## config.mk

```make
export PLATFORM = sky130hd
export DESIGN_NAME = event_blinker
export DESIGN_NICKNAME = d
export VERILOG_FILES = /design/src/rtl/blink_pkg.sv /design/src/rtl/event_blinker.sv
export SDC_FILE = /design/constraint.sdc
export NUM_CORES = 1
export LEC_CHECK = 0
export BUFFER_PORTS_ARGS = -buffer_cell sky130_fd_sc_hd__buf_4
export CAP_MARGIN = 20
export CELL_PAD_IN_SITES_DETAIL_PLACEMENT = 0
export CELL_PAD_IN_SITES_GLOBAL_PLACEMENT = 1
export CORE_AREA = 5 5 50 52
export DETAILED_ROUTE_END_ITERATION = 7
export DIE_AREA = 0 0 55 57
export PLACE_DENSITY = 0.73
export SETUP_SLACK_MARGIN = 0.02
export SYNTH_ARGS = -nofsm -noshare
export SYNTH_HDL_FRONTEND = slang
export SYNTH_SLANG_ARGS = --single-unit
export TNS_END_PERCENT = 20
```

## constraint.sdc

```tcl
create_clock -name clk -period 2.12 [get_ports clk]
set_input_delay 0.53 -clock clk [delete_from_list [all_inputs] [get_ports clk]]
set_output_delay 0.53 -clock clk [all_outputs]
set_load 0.02 [all_outputs]
```

## src/rtl/blink_pkg.sv

```systemverilog
// Shared definitions for the event-to-visible-pulse blinker.
package blink_pkg;

  localparam logic [1:0] ST_IDLE = 2'd0;
  localparam logic [1:0] ST_ON   = 2'd1;
  localparam logic [1:0] ST_GAP  = 2'd2;

  typedef enum logic [1:0] {
    S_IDLE = ST_IDLE,
    S_ON   = ST_ON,
    S_GAP  = ST_GAP
  } blink_state_t;

  // Number of bits needed to hold values 0..v-1 (at least 1).
  function automatic int unsigned clog2(input int unsigned v);
    int unsigned r;
    r = 1;
    for (int i = 1; i < 32; i++) begin
      if ((64'd1 << i) < 64'(v)) r = 32'(i + 1);
    end
    return r;
  endfunction

  function automatic int unsigned umax(input int unsigned a, input int unsigned b);
    return (a > b) ? a : b;
  endfunction

endpackage

```

## src/rtl/event_blinker.sv

```systemverilog
// Stretches single-cycle events into ON/GAP pulses on a pad, queueing
// events that arrive while a pulse is in progress.
module event_blinker
  import blink_pkg::*;
#(
  parameter int unsigned ON_CYCLES  = 8,
  parameter int unsigned GAP_CYCLES = 4,
  parameter int unsigned PEND_W     = 3,
  parameter bit          OUT_POL    = 1'b1
) (
  input  logic              clk,
  input  logic              nRst,
  input  logic              evt_in,
  output logic              out_pin,
  output logic              busy,
  output logic [PEND_W-1:0] pend_cnt,
  output logic              overflow
);

  localparam int unsigned CW = clog2(umax(ON_CYCLES, GAP_CYCLES) + 1);
  localparam logic [CW-1:0]     ON_LOAD  = CW'(ON_CYCLES - 1);
  localparam logic [CW-1:0]     GAP_LOAD = CW'(GAP_CYCLES - 1);
  localparam logic [PEND_W-1:0] PEND_MAX = '1;
  localparam logic              LVL_ACT  = OUT_POL;
  localparam logic              LVL_IDL  = !OUT_POL;

  blink_state_t  state;
  logic [CW-1:0] cnt;

  logic pend_nz;
  logic gap_last;
  logic take_direct;
  logic enq;
  logic deq;

  // An event is consumed directly when it can start a pulse right away;
  // otherwise it joins the queue.
  always_comb begin
    pend_nz     = (pend_cnt != '0);
    gap_last    = (state == S_GAP) && (cnt == '0);
    take_direct = (state == S_IDLE) || (gap_last && !pend_nz);
    enq         = evt_in && !take_direct;
    deq         = gap_last && pend_nz;
  end

  always_ff @(posedge clk) begin
    if (!nRst) begin
      state    <= S_IDLE;
      cnt      <= '0;
      pend_cnt <= '0;
      out_pin  <= LVL_IDL;
      busy     <= 1'b0;
      overflow <= 1'b0;
    end else begin
      overflow <= 1'b0;

      case (state)
        S_IDLE: begin
          if (evt_in) begin
            state   <= S_ON;
            cnt     <= ON_LOAD;
            out_pin <= LVL_ACT;
            busy    <= 1'b1;
          end
        end
        S_ON: begin
          if (cnt != '0) begin
            cnt <= cnt - CW'(1);
          end else begin
            state   <= S_GAP;
            cnt     <= GAP_LOAD;
            out_pin <= LVL_IDL;
          end
        end
        S_GAP: begin
          if (cnt != '0) begin
            cnt <= cnt - CW'(1);
          end else if (pend_nz || evt_in) begin
            state   <= S_ON;
            cnt     <= ON_LOAD;
            out_pin <= LVL_ACT;
          end else begin
            state <= S_IDLE;
            busy  <= 1'b0;
          end
        end
        default: begin
          state   <= S_IDLE;
          cnt     <= '0;
          out_pin <= LVL_IDL;
          busy    <= 1'b0;
        end
      endcase

      // Simultaneous enq/deq leaves the count unchanged, so no drop occurs.
      if (enq && !deq) begin
        if (pend_cnt != PEND_MAX) pend_cnt <= pend_cnt + PEND_W'(1);
        else                      overflow <= 1'b1;
      end else if (deq && !enq) begin
        pend_cnt <= pend_cnt - PEND_W'(1);
      end
    end
  end

endmodule

```

# ---- Yosys cells after proc, flatten, opt, wreduce, memory -nomap -nowiden
# Cells that the tools add are included.
dict set report totals {
  reg_bits 12
}
dict set report op_classes {
  add_sub_neg 3
  n_eq_ne 10
  n_mux 22
  bitwise 1
  reduce_logical 23
}
# cell n
set op_table {}
lappend op_table {{$mux 4} 4}
lappend op_table {{$pmux 4 s3} 1}
lappend op_table {{$mux 3} 3}
lappend op_table {{$mux 1} 8}
lappend op_table {{$ne 2x2->1 const B} 4}
lappend op_table {{$reduce_and 4->1} 2}
lappend op_table {{$logic_and 1x1->1} 6}
lappend op_table {{$mux 2} 3}
lappend op_table {{$pmux 1 s3} 2}
lappend op_table {{$pmux 2 s3} 1}
lappend op_table {{$reduce_and 2->1} 3}
lappend op_table {{$logic_not 1->1} 4}
lappend op_table {{$logic_not 4->1} 1}
lappend op_table {{$ne 2x1->1 const B} 2}
lappend op_table {{$reduce_bool 4->1} 1}
lappend op_table {{$sub 4x1->4 const B} 1}
lappend op_table {{$add 3x1->3 const B} 1}
lappend op_table {{$ne 3x1->1 const B} 1}
lappend op_table {{$ne 3x3->1 const B} 1}
lappend op_table {{$reduce_and 3->1} 1}
lappend op_table {{$reduce_bool 3->1} 1}
lappend op_table {{$sub 3x1->3 const B} 1}
lappend op_table {{$eq 2x1->1 const B} 1}
lappend op_table {{$eq 2x2->1 const B} 1}
lappend op_table {{other kinds (4)} 5}

# ---- Logic depth before layout (Yosys ltp)
dict set report depth {
  ltp_word 10
  ltp_mapped 10
  ltp_nobuf 10
}

# ---- Worst setup path before layout
# OpenSTA, ideal clock, no wires.
dict set report synth_timing {
  path_kind {in2reg}
  start {input evt_in}
  end {register pend_cnt[2]}
  setup_time_ps 72
  arrival_ps 1881
  required_time_ps 2048
  setup_slack_ps 166
  path_stages 9
  path_buffers 1
  cell_sequence {clkbuf_1 -> nand2_1 -> o21ai_1 -> xnor2_1 -> ha_1 -> nor2_1 -> mux2_2 -> a21o_1 -> a21oi_1}
}
dict set report synth_via {
  elab_chain_len 5
}
# element line
set synth_rtl {}
lappend synth_rtl {{start, declared} event_blinker.sv:13} ;# input logic evt_in,
lappend synth_rtl {{$logic_and 1x1->1 (*)} event_blinker.sv:42} ;# enq = evt_in && !take_direct;
lappend synth_rtl {{$logic_not 1->1} event_blinker.sv:99} ;# end else if (deq && !enq) begin
lappend synth_rtl {{$logic_and 1x1->1} event_blinker.sv:99}
lappend synth_rtl {{$reduce_bool 2->1 (no line)} n/a}
lappend synth_rtl {{$reduce_and 2->1 (no line)} n/a}
lappend synth_rtl {{end signal, assigned} event_blinker.sv:97} ;# if (pend_cnt != PEND_MAX) pend_cnt <= pend_cnt + PEND_W'(1);
lappend synth_rtl {{end signal, assigned} event_blinker.sv:100} ;# pend_cnt <= pend_cnt - PEND_W'(1);
lappend synth_rtl {{end, declared} event_blinker.sv:16} ;# output logic [PEND_W-1:0] pend_cnt,
# Every way passes the cells marked *; elsewhere a longest branch is shown, timed or not.
# A chain may end at the register's enable or synchronous reset.

# ---- Worst setup path in the final report
dict set report layout_timing {
  start {register cnt[0]}
  end {register pend_cnt[2]}
}
dict set report layout_via {
  elab_chain_len 10
}
# element line
set layout_rtl {}
lappend layout_rtl {{start, declared} event_blinker.sv:28} ;# logic [CW-1:0] cnt;
lappend layout_rtl {{start signal, assigned} event_blinker.sv:68} ;# cnt <= cnt - CW'(1);
lappend layout_rtl {{start signal, assigned} event_blinker.sv:77} ;# cnt <= cnt - CW'(1);
lappend layout_rtl {{$logic_not 4->1 (*)} event_blinker.sv:40} ;# gap_last = (state == S_GAP) && (cnt == '0);
lappend layout_rtl {{$logic_and 1x1->1 (*)} event_blinker.sv:40}
lappend layout_rtl {{$logic_and 1x1->1} event_blinker.sv:41} ;# take_direct = (state == S_IDLE) || (gap_last && !pend_nz);
lappend layout_rtl {{$logic_or 1x1->1} event_blinker.sv:41}
lappend layout_rtl {{$logic_not 1->1} event_blinker.sv:42}
lappend layout_rtl {{$logic_and 1x1->1} event_blinker.sv:42}
lappend layout_rtl {{$logic_not 1->1} event_blinker.sv:99}
lappend layout_rtl {{$logic_and 1x1->1} event_blinker.sv:99}
lappend layout_rtl {{$reduce_bool 2->1 (no line)} n/a}
lappend layout_rtl {{$reduce_and 2->1 (no line)} n/a}
# Marks and branches as above.

==> metrics list <==
- Highest-delay cell along the critical path: sky130_fd_sc_hd__dfxtp_2
* Top cell type's share of synthesized area: roughly a third
- Type of the worst setup path: register to register
- Num ports: 9
- The worst register-to-register path begins at cnt[0].
* Synth top cells by count: 14 x sky130_fd_sc_hd__nor2_1, 12 x sky130_fd_sc_hd__dfxtp_1, 8 x sky130_fd_sc_hd__a21oi_1
- Of the post-synthesis cell area, the part taken by muxes is under 10%.
* Number of remaining DRC errors: 0
* Number of I/O port buffers: 8
- In this run the remaining antenna-violating nets after routing total 0.
- Maximum cell stage delay along the critical path: 0.36 ns
- Counting the buffers created by CTS gives 3.
- After synthesis, the largest family of logic cells by area is simple AND/OR/NAND/NOR gates.
* Area share of fa/ha/maj cells after synthesis: 5.06%
- The total overflow left after global routing is 0.
- Instance count of the mapped netlist: 95
- Sum of negative setup slack: 0 ns
- Net switching is 37.2% of the power.
- Layout cell share with drive strength beyond 1: about a fifth
* Number of synthesized register bits: 12
* Worst Max-Slew Pin Slew: 0.315 ns
- Endpoint of the worst register-to-register path: pend_cnt[2]
- Hold Crit Class: register to register
* Gr usage total: 11.4%
- The synthesized design contains 0 enable-type register cells.
- Unrepaired setup endpoints after global routing: no
* F_max: roughly 510 MHz
- Placed Area: approximately 840 sq um
* Flop2flop setup slack: 0.14 ns
- Synthesized area per cell: 7.81 sq um
* Psw: ~270 uW
* Syn Std Cell Area: 742 sq um
- The die covers ~3100 sq um.
- Counting flops with an async set or reset pin after synthesis yields a share of 0%.
- Dominant cell by count in the synthesized netlist: sky130_fd_sc_hd__nor2_1
* Category of cells accounting for the largest share of critical-path delay: compound AO/OA/AOI/OAI gates
- Via-to-Cell Ratio: between 5 and 6
* Crit path required time: between 2 and 2.5 ns
- Worst Hold Path EP: cnt[1]
- In the final routed layout, each cell accounts on average for 11.9 um.
- Share of the synthesized area in compound gates (AO/OA/AOI/OAI): 23.6%
- Of the synthesized area, sequential elements account for 32.4%.
- Cells traversed along the worst timing path: inv_1 -> ha_1 -> nor3b_2 -> o21ai_2 -> xnor2_1 -> ha_2 -> nor2_1 -> mux2_2 -> a21o_1 -> a21oi_1
- Core region area: 2060 sq um
- The clock passes through at most 2 buffers.
* Initial Util: 36.0%
- The worst setup path is launched from a register.
* Max-Cap Viols: 0
- Dividing total power by cell area gives a power density of roughly 850 nW/um^2.
- H-tree lvl count: 1
* Final standard cell utilization of the core: 42.0%
- The share of total power dissipated in sequential elements is 39.5%.
- Once detailed placement completed, the half-perimeter wirelength came to 1.13 mm.
* Warnings from Yosys: 0
- Data arrival time of the critical path: 2.17 ns
* Antenna violations before repair: 0
* Share of total power in combinational logic: 41.5%
- Cell row count: 17
- Die Width: 55 um
* Pin count of the biggest net entering global routing: 18
- Hold Path Stages: 2
- The die is 57 um tall.
- For this run, the detailed router's first-pass iteration total came to 4.
- P_leak: 0.000357 uW
- Maximum net fanout on the critical path: 5
- Routed vias: 684
* Final design area excluding fillers: 867 sq um
- The worst-case IR drop observed on VDD is 392 uV.
- Clock share of power: 19.0%
- TritonCTS clock tree: done
- Summed over all instances, the cell type with the most area after synthesis is sky130_fd_sc_hd__dfxtp_1.
- Internal: between 400 and 500 uW
* Tcrit/Tclk final: 93.2%
- The worst register-to-register path has a depth of 10.
- Net count reported at finish: 112
- Vias in the first global route: 642
- Setup violations remaining at the end of the flow were counted as 0.
* Number of buffers and inverters on the critical path: 1
- Net count of the mapped netlist: 101
- Library cells used by synthesis: 37
- Dominant synthesized flop cell: sky130_fd_sc_hd__dfxtp_1
* Dpl cells: 129
- Xor/xnor share of the synthesized area: 3.54%
- The final-report max-slew violation count is 0.
- Ranked by total cell area, the synthesized netlist is headed by sky130_fd_sc_hd__dfxtp_1 32%, sky130_fd_sc_hd__nor2_1 7.1%, sky130_fd_sc_hd__a21oi_1 5.4%.
* Clk_lat worst skew: 0.27 ns
- Type of element capturing the critical path: register
* Result of the run: completed
* Wire length of the first global-routing pass: 2.70 mm
* Number of filler cells placed in the layout: 222
- Hold Violations, Final: 0
* Number of clock sinks: 12
- For this block, the initial DRC count from the detailed router was 9.
* Worst clock skew: 0.00241 ns
- Worst slew margin relative to its limit: between 70% and 80%
- Critical path launch point: cnt[0]
* Number of cells in the finished layout apart from fillers: 132
- Ant diodes: 0
- The number of setup buffers added after CTS is 0.
* Clock-pin transition on the worst setup and hold timing paths: 0.08 ns
- The cell sitting at the root of the clock tree is a sky130_fd_sc_hd__clkbuf_4.
- Final estimated routing congestion in global placement: 0.754
* Launch instance of the worst min-delay path: cnt[1]
- Routed WL: around 1.6 mm
* Simple-gate area share of the yosys netlist: roughly 26%
* Synth-to-Final Area Change: 16.9%
- Post-cts hold buffer count: 0
- The clock period could shrink to 1.98 ns.
-- worst min-delay path, stage by stage (launching register included) --
cell and delay (ns):
sky130_fd_sc_hd__dfxtp_1 0.32, sky130_fd_sc_hd__inv_1 0.09, sky130_fd_sc_hd__a21oi_1 0.06
-- cells in the final DEF, fill, tap and decap left out, types with 2 or more instances in the layout --
cell and instances:
sky130_fd_sc_hd__nor2_1 14, sky130_fd_sc_hd__buf_4 12, sky130_fd_sc_hd__dfxtp_1 11, sky130_fd_sc_hd__a21oi_1 8, sky130_fd_sc_hd__nand2_1 6, sky130_fd_sc_hd__nand3_1 5, sky130_fd_sc_hd__inv_1 4, sky130_fd_sc_hd__a211oi_1 3
sky130_fd_sc_hd__clkbuf_4 3, sky130_fd_sc_hd__xnor2_1 2, sky130_fd_sc_hd__nand2b_1 2, sky130_fd_sc_hd__nand4_1 2, sky130_fd_sc_hd__a21o_1 2, sky130_fd_sc_hd__nor2b_1 2, sky130_fd_sc_hd__nor3_1 2, sky130_fd_sc_hd__o21ai_0 2
sky130_fd_sc_hd__ha_1 2
-- metal layers --
metal | global-route usage [%] | routed length, um | vias up | part of all wire (%)
li1 | - | - | 359 | -
met1 | 15.2 | 787 | 316 | 50
met2 | 17.9 | 727 | 7 | 46
met3 | 1.57 | 36 | 2 | 2.3
met4 | 5.21 | 17 | 0 | 1.1
met5 | 0 | 0 | - | 0
-- kinds of logic (layout without fill, tap and decap cells) --
family / Yosys count / count (layout)
muxes: 2 / 2
buffers and inverters: 11 / 20
DFF: 12 / 12
AOI/OAI and AO/OA: 26 / 26
adders and majority gates: 3 / 3
xor gates and xnor gates: 3 / 3
and+or+nand+nor: 38 / 38
-- power groups by stage --
stage	clock [uW]	sequential, uW	combinational, uW
3_3_place_gp	0	293	299
2_1_floorplan	0	304	215
4_1_cts	146	289	303
3_5_place_dp	0	294	301
6_report	140	290	305
5_1_grt	161	296	341
-- worst max-delay path by stage --
stage,end,slack [ns],cells after the start
finish,pend_cnt[2],0.14,10
global route,pend_cnt[2],0.03,10
CTS,pend_cnt[2],0.02,10
detailed placement,pend_cnt[2],0.04,10
global placement,pend_cnt[2],0.08,10
floorplan,pend_cnt[2],0.17,9
-- layout make-up --
class / count / area (sq um) / share of cell area [%]
repair buffers: 12 / 90.1 / 10.4
flip-flops and latches: 12 / 241 / 27.8
inverters: 5 / 18.8 / 2.16
well taps: 28 / 35.0 / 4.04
clock buffers: 3 / 22.5 / 2.60
multi-input cells: 72 / 459 / 53.0
-- metrics by stage --
step / setup slack (ns) / hold slack [ns] / power, uW
floorplan: 0.166 / 0.471 / 520
global placement: 0.0795 / 0.481 / 592
detailed placement: 0.0390 / 0.488 / 595
CTS: 0.0206 / 0.500 / 737
global route: 0.0282 / 0.523 / 797
finish: 0.145 / 0.506 / 735
-- sequential cells by signal, summed over array words and instances (netlist names) --
register / cells
cnt: 4
pend_cnt: 3
state: 2
busy: 1
out_pin: 1
overflow: 1
-- what timing repair did --
action / CTS / global route
endpoints found under the hold margin: 0 / 0
gates resized for setup: 0 / 3
setup endpoints to repair: 0 / 1
(Power assumes the default switching activity.)
